**src/rtl/uart_tx_arbiter.sv**
```systemverilog
// Round-robin arbiter that shares one UART transmitter among NUM_REQ
// requesters. One byte is moved per grant. The start/complete handshake is
// sequenced here, and an optional watchdog forces completion if the
// transmitter hangs.
//
//   state   | meaning
//   --------+-----------------------------------------------------------
//   S_IDLE  | no byte in flight; pick the next requester round-robin
//   S_START | byte latched and ack issued; fire tx_start next edge
//   S_WAIT  | transmitter busy; wait for tx_done or watchdog expiry
module uart_tx_arbiter #(
  parameter int NUM_REQ        = 4,
  parameter int DATA_W         = 8,
  parameter int TIMEOUT_CYCLES = 0
) (
  input  logic                        clock,
  input  logic                        resetn,
  input  logic [NUM_REQ-1:0]          req,
  input  logic [NUM_REQ*DATA_W-1:0]   req_data,
  output logic [NUM_REQ-1:0]          ack,
  output logic [NUM_REQ-1:0]          done,
  output logic [NUM_REQ-1:0]          err,
  output logic                        tx_start,
  output logic [DATA_W-1:0]           tx_data,
  input  logic                        tx_done,
  output logic                        busy,
  output logic [$clog2(NUM_REQ)-1:0]  owner
);

  localparam int IDX_W = $clog2(NUM_REQ);
  localparam int WD_W  = 24;
  localparam bit WDOG_EN = (TIMEOUT_CYCLES != 0);
  // Last count value seen in WAIT before completion is forced.
  localparam logic [WD_W-1:0] WD_LAST = WD_W'(TIMEOUT_CYCLES - 1);

  typedef enum logic [1:0] {
    S_IDLE  = 2'd0,
    S_START = 2'd1,
    S_WAIT  = 2'd2
  } state_t;

  state_t              state, state_nxt;
  logic [IDX_W-1:0]    ptr, ptr_nxt;
  logic [WD_W-1:0]     wd_cnt, wd_nxt;
  logic [NUM_REQ-1:0]  ack_nxt, done_nxt, err_nxt;
  logic                tx_start_nxt;
  logic [DATA_W-1:0]   tx_data_nxt;
  logic [IDX_W-1:0]    owner_nxt;
  logic                busy_nxt;

  logic                found;
  logic [IDX_W-1:0]    winner;
  logic [IDX_W-1:0]    owner_inc;
  int                  rr_idx;

  // Round-robin search: first requester at or after ptr, wrapping at NUM_REQ.
  always_comb begin
    found  = 1'b0;
    winner = '0;
    rr_idx = 0;
    for (int k = 0; k < NUM_REQ; k++) begin
      rr_idx = int'(ptr) + k;
      if (rr_idx >= NUM_REQ) rr_idx = rr_idx - NUM_REQ;
      if (!found && req[rr_idx[IDX_W-1:0]]) begin
        found  = 1'b1;
        winner = rr_idx[IDX_W-1:0];
      end
    end
  end

  // Pointer value after the current owner completes (modulo NUM_REQ).
  always_comb begin
    if (int'(owner) == NUM_REQ - 1) owner_inc = '0;
    else                            owner_inc = owner + 1'b1;
  end

  // Next-state and registered-output logic.
  always_comb begin
    state_nxt    = state;
    ptr_nxt      = ptr;
    wd_nxt       = wd_cnt;
    ack_nxt      = '0;
    done_nxt     = '0;
    err_nxt      = '0;
    tx_start_nxt = 1'b0;
    tx_data_nxt  = tx_data;
    owner_nxt    = owner;
    case (state)
      S_IDLE: begin
        // Stray tx_done pulses land here and are ignored.
        if (found) begin
          tx_data_nxt     = req_data[winner*DATA_W +: DATA_W];
          owner_nxt       = winner;
          ack_nxt[winner] = 1'b1;
          state_nxt       = S_START;
        end
      end
      S_START: begin
        tx_start_nxt = 1'b1;
        wd_nxt       = '0;
        state_nxt    = S_WAIT;
      end
      S_WAIT: begin
        // A real completion wins over a watchdog expiry in the same cycle.
        if (tx_done) begin
          done_nxt[owner] = 1'b1;
          ptr_nxt         = owner_inc;
          state_nxt       = S_IDLE;
        end else if (WDOG_EN && (wd_cnt == WD_LAST)) begin
          done_nxt[owner] = 1'b1;
          err_nxt[owner]  = 1'b1;
          ptr_nxt         = owner_inc;
          state_nxt       = S_IDLE;
        end else if (WDOG_EN) begin
          wd_nxt = wd_cnt + 1'b1;
        end
      end
      default: begin
        state_nxt = S_IDLE;
      end
    endcase
    busy_nxt = (state_nxt != S_IDLE);
  end

  // State, pointer, watchdog and output registers. Reset abandons any byte
  // in flight without reporting it.
  always_ff @(posedge clock or negedge resetn) begin
    if (!resetn) begin
      state    <= S_IDLE;
      ptr      <= '0;
      wd_cnt   <= '0;
      ack      <= '0;
      done     <= '0;
      err      <= '0;
      tx_start <= 1'b0;
      tx_data  <= '0;
      owner    <= '0;
      busy     <= 1'b0;
    end else begin
      state    <= state_nxt;
      ptr      <= ptr_nxt;
      wd_cnt   <= wd_nxt;
      ack      <= ack_nxt;
      done     <= done_nxt;
      err      <= err_nxt;
      tx_start <= tx_start_nxt;
      tx_data  <= tx_data_nxt;
      owner    <= owner_nxt;
      busy     <= busy_nxt;
    end
  end

endmodule

```
**config.mk**
```make
export PLATFORM = sky130hd
export DESIGN_NAME = uart_tx_arbiter
export DESIGN_NICKNAME = d
export VERILOG_FILES = /design/src/rtl/uart_tx_arbiter.sv
export SDC_FILE = /design/constraint.sdc
export NUM_CORES = 1
export LEC_CHECK = 0
export BUFFER_PORTS_ARGS = -buffer_cell sky130_fd_sc_hd__buf_2
export CAP_MARGIN = 30
export CORE_AREA = 5 5 62 64
export DETAILED_ROUTE_END_ITERATION = 6
export DIE_AREA = 0 0 67 69
export HOLD_SLACK_MARGIN = 0.1
export PLACE_DENSITY = 0.85
export SYNTH_ARGS = -nofsm -noshare
export SYNTH_HDL_FRONTEND = slang
export SYNTH_SLANG_ARGS = --single-unit
```
**constraint.sdc**
```tcl
create_clock -name clock -period 1.7 [get_ports clock]
set_input_delay 0.17 -clock clock [delete_from_list [all_inputs] [get_ports clock]]
set_output_delay 0.17 -clock clock [all_outputs]
set_load 0.05 [all_outputs]
```
Word-level counts from Yosys, hierarchy flattened
Cells that the tools add are included.
{"block": "totals", "reg_bits": 24, "latch_bits": 0, "ramBits": 0, "romBits": 0, "inputBits": 39, "output_inout_bits": 24, "elab_cells": 77, "mem_count": 0}
{"block": "op_classes", "n_addsub": 8, "mul": 0, "div": 0, "n_lt_le_gt_ge": 12, "eq_ne": 3, "shift": 1, "mux": 33, "bitwise_logic": 0, "reduce_logical": 12}
{"cell": "32-bit by 6-bit indexed part select with 8-bit output", "count": 1}
{"cell": "2-bit 2-to-1 mux", "count": 11}
{"cell": "2-bit by 3-bit < comparator with 1-bit output, second input constant", "count": 6}
{"cell": "4-bit 2-to-1 mux", "count": 4}
{"cell": "1-bit 2-to-1 mux", "count": 11}
{"cell": "3-bit greater-or-equal comparator, second input constant", "count": 3}
{"cell": "1-bit binary-select mux with 2-bit select", "count": 4}
{"cell": "2-bit by 1-bit subtractor with 2-bit output, second input constant", "count": 4}
{"cell": "2-bit by 2-bit adder with 3-bit output, second input constant", "count": 2}
{"cell": "2-bit one-hot mux with 3 select lines", "count": 1}
{"cell": "1-bit logical AND", "count": 5}
{"cell": "1-bit demux with 2-bit select", "count": 2}
{"cell": "2-bit by 1-bit == test with 1-bit output, second input constant", "count": 2}
{"cell": "2-bit by 1-bit greater-or-equal comparator with 1-bit output, second input constant", "count": 2}
{"cell": "2-bit AND reduction", "count": 2}
{"cell": "2-bit by 1-bit adder with 3-bit output, second input constant", "count": 1}
{"cell": "2-bit by 3-bit greater-or-equal comparator with 1-bit output, second input constant", "count": 1}
{"cell": "1-bit zero test", "count": 3}
{"cell": "2-bit by 1-bit adder with 2-bit output, second input constant", "count": 1}
{"cell": "2-bit == test, second input constant", "count": 1}
{"cell": "2-bit zero test", "count": 1}
{"cell": "2-bit nonzero test", "count": 1}

Logic depth before layout (Yosys ltp)
{"block": "logic_depth", "ltp_word": 20, "depth_mapped": 6, "ltp_nobuf": 5}

Worst setup path before layout
OpenSTA, ideal clock, no wires.
{"block": "synth_path", "path_type": "reg-to-reg", "start": "register ptr[1]", "end": "register tx_data[0]", "arrival_time_ps": 1454, "required_ps": 1558, "setup_slack_ps": 104, "path_stages_with_launch": 6, "path_buffers": 1, "cell_sequence": "dfrtp_1 -> or3b_1 -> o221ai_4 -> buf_12 -> mux2i_1 -> o221ai_1"}
{"block": "synth_between", "elab_chain_len": 15, "word_cells_on_any_way": 39, "cone_classes": "7 x add/sub; 4 x order compare; 1 x shift; 20 x mux; 7 x reduce/logical"}
{"item": "from (decl)", "line": "43", "rtl": "logic [IDX_W-1:0] ptr, ptr_nxt;"}
{"item": "from (signal assigned)", "line": "141", "rtl": "ptr <= ptr_nxt;"}
{"item": "branches (longest 15 deep; another with 2-bit by 1-bit adder with 3-bit output)"}
{"item": "to (signal assigned)", "line": "147", "rtl": "tx_data <= tx_data_nxt;"}
{"item": "to (decl)", "line": "24", "rtl": "output logic [DATA_W-1:0] tx_data,"}
Several ways; the timed one is not identified. The select of a mux whose other input is x is not followed.
A chain may end at the register's enable or synchronous reset.

Worst setup path in the final report
{"block": "layout_path", "start": "register ptr[1]", "end": "register tx_data[2]"}
The elaborated chain is that of the path after synthesis.

==> out/metrics.yaml <==
outcome:
  status: "complete, no violations"
hold_path:
  hold_path_class: "in2reg"
  min_from: "req_data[9]"
power_and_ir_drop:
  p_leak_nw: 0.921
  peakVddDrop_v: 0.000812
  power_density_nw_per_um2: 1910
  total_power_mw: 3.21
logic_synthesis:
  ys_ff_latch: 24
  ys_warn_count: 0
  yosysMostFrequentCell: "dfrtp_1"
  synth_area_per_cell_sq_um: 11.1
  netlist.top_cell.by_area: "dfrtp_1"
  netlist_area_sq_um: 1250
  async_flop_share: 1.00
  synth_common_cells: "dfrtp_1 (24), mux2i_1 (17), nand2_1 (11)"
  synth_edf_count: 0
  netlist.area_leader.share: 0.482
  synthCells: 112
  yosysUniqueCellTypes: 30
  synth_ff_type: "dfrtp_1"
  synthTopCellsByArea: "dfrtp_1 (48%), mux2i_1 (14%), o221ai_1 (5.6%)"
  ys_seq_area_frac: 0.482
floorplanning:
  die-area_sq_um: 4620
  fp.dieH_um: 69
  io_pins: 63
  coreArea_sq_um: 3230
  die_x_um: 67
  start_util: 0.386
  placementRows: 21
sta:
  period_share: 0.948
  slew_headroom: 0.641
  hold_ws_ns: 0.167
  period_minus_slack_ns: 1.61
  setup_viol: 0
  finalClockSkew_ns: 0.00658
  hold_viol_final: 0
  worst_pin_slew_ns: 0.538
  maxSlewViolCount: 0
  max_freq_ghz: 0.621
  rsz0062_at_grt: "false"
  finalSetupTns_ns: 0
detailed_routing:
  num_vias: 1060
  via_per_inst: 4.80
  first_iter_violations: 43
  first_pass_iters: 4
  antenna_left: 0
  wire_per_inst_um: 13.3
  drt_wl_total_mm: 2.94
  drc: 0
finish:
  fillCellCount: 314
  nets: 219
  postLayoutCellArea_sq_um: 1680
  multiInputGateArea_sq_um: 578
  drive_gt1_frac: 0.423
  final_cells: 221
  regArea_sq_um: 602
  diodes: 0
  area_delta_synth_final_pct: 34.8
setup_path:
  end_kind: "flop"
  startpoint_type: "flop"
  cp.required_ns: 1.89
  reg2reg_from: "ptr[1]"
  cp.arrival_ns: 1.80
  crit_type: "reg2reg"
  crit_path_max_fanout: 8
  startpoint: "ptr[1]"
clock_tree:
  tritoncts: "yes"
  clockBufferDepth: 2
  cts_root_buf: "clkbuf_4"
  numClockSinks: 24
  cts_htree_levels: 1
  clock_latency_ns: 0.31
  clk_pin_slew_ns: 0.14
  cts_buffers: 3
placed_design:
  dp_hpwl_mm: 2.28
  io_buffers: 58
  post_dp_cell_area_sq_um: 1560
  placed_cells: 213
  place_congestion: 0.727
global_routing:
  grt_busiest_layer: "met2"
  grt_use_met3: 0.0260
  track_usage: 0.129
  overflow: 0
  grt_pass1_wl_mm: 4.80
  grt_pass1_vias: 1106
  antenna_found_initial: 0
  use_met1: 0.166
  grt_max_degree: 25
  grt_use_met2: 0.223
flow_run:
  drv_cap: 0
-- through the flow --
step	utilization	setup WS, ns
6_report	0.520	0.0889
5_1_grt	0.520	0.00887
4_1_cts	0.509	0.0149
3_5_place_dp	0.483	-0.0657
3_3_place_gp	0.483	-0.0114
2_1_floorplan	-	0.104
-- what timing repair did --
item                                    CTS  global route
pin swaps                                 1             0
hold endpoints to repair                 24             0
gates resized for setup                   0             2
cloned                                    0             1
endpoints found under the setup margin    8             8
setup buffers                             1             1
hold buffers                              1             0
-- report_power, final --
group / leakage, nW / internal (mW) / switching, mW / total, mW
combinational: 0.588 / 0.621 / 1.22 / 1.84
clock: 0.0279 / 0.238 / 0.174 / 0.412
sequential: 0.305 / 0.803 / 0.149 / 0.952
total: 0.921 / 1.66 / 1.55 / 3.21
-- path summary, 6_finish.rpt --
check                              to  slack (ns)  cells past startpoint
max reg2reg                tx_data[2]        0.09                      5
max                        tx_data[2]        0.09                      5
max in group asynchronous      ptr[1]        0.96                      2
min in group asynchronous     done[2]        0.35                      2
min reg2reg                  tx_start        0.49                      1
min                        tx_data[1]        0.17                      3
-- worst max-delay path: stages, from the launching register on --
cell and delay [ns]:
dfrtp_2 0.44, or3b_4 0.42, o221ai_4 0.10, clkbuf_16 0.22
mux2i_1 0.19, o221ai_1 0.12
-- sequential cells by signal, indices dropped and copies added (netlist names) --
name,count
tx_start,1
done,4
tx_data,8
ack,4
busy,1
ptr,2
owner,2
state,2
-- cell usage in the layout, fill, tap and decap left out, types with 2 or more instances in the layout --
| master | Yosys | layout |
|---|---|---|
| nor2_1 | 6 | 6 |
| nand2_1 | 11 | 11 |
| nor2b_1 | 3 | 3 |
| mux2i_1 | 17 | 17 |
| nand2b_1 | 2 | 2 |
| or2_2 | 2 | 2 |
| dfrtp_1 | 24 | 23 |
| ha_1 | 4 | 4 |
| buf_2 | 1 | 58 |
| o21ai_0 | 4 | 4 |
| clkbuf_4 | 0 | 3 |
| inv_1 | 4 | 4 |
| and2_1 | 4 | 4 |
| conb_1 | 1 | 4 |
| buf_4 | 4 | 4 |
| o221ai_1 | 8 | 8 |
-- area by class of cell --
class / count / area share
multi-input cells: 78 / 0.344
inverters: 4 / 0.00894
flip-flops and latches: 24 / 0.358
well taps: 46 / 0.0343
clock inverters: 1 / 0.0179
clock buffers: 3 / 0.0134
repair buffers: 65 / 0.223
-- cells by family (layout without fill, tap and decap cells) --
group                      count (synthesis)  in the layout  synth area share
AOI/OAI and AO/OA                         18             18             0.124
other                                      1              4           0.00301
buffers and inverters                     13             73            0.0653
and+or+nand+nor                           34             34             0.141
adders and majority gates                  4              4            0.0402
muxes                                     18             18             0.146
DFF                                       24             24             0.482
-- metal layers --
metal  wire [um]  up-vias
met5           0        -
met4           8        0
met1        1230      492
met2        1440       53
met3         251        2
li1            -      513
(Power assumes the default switching activity.)
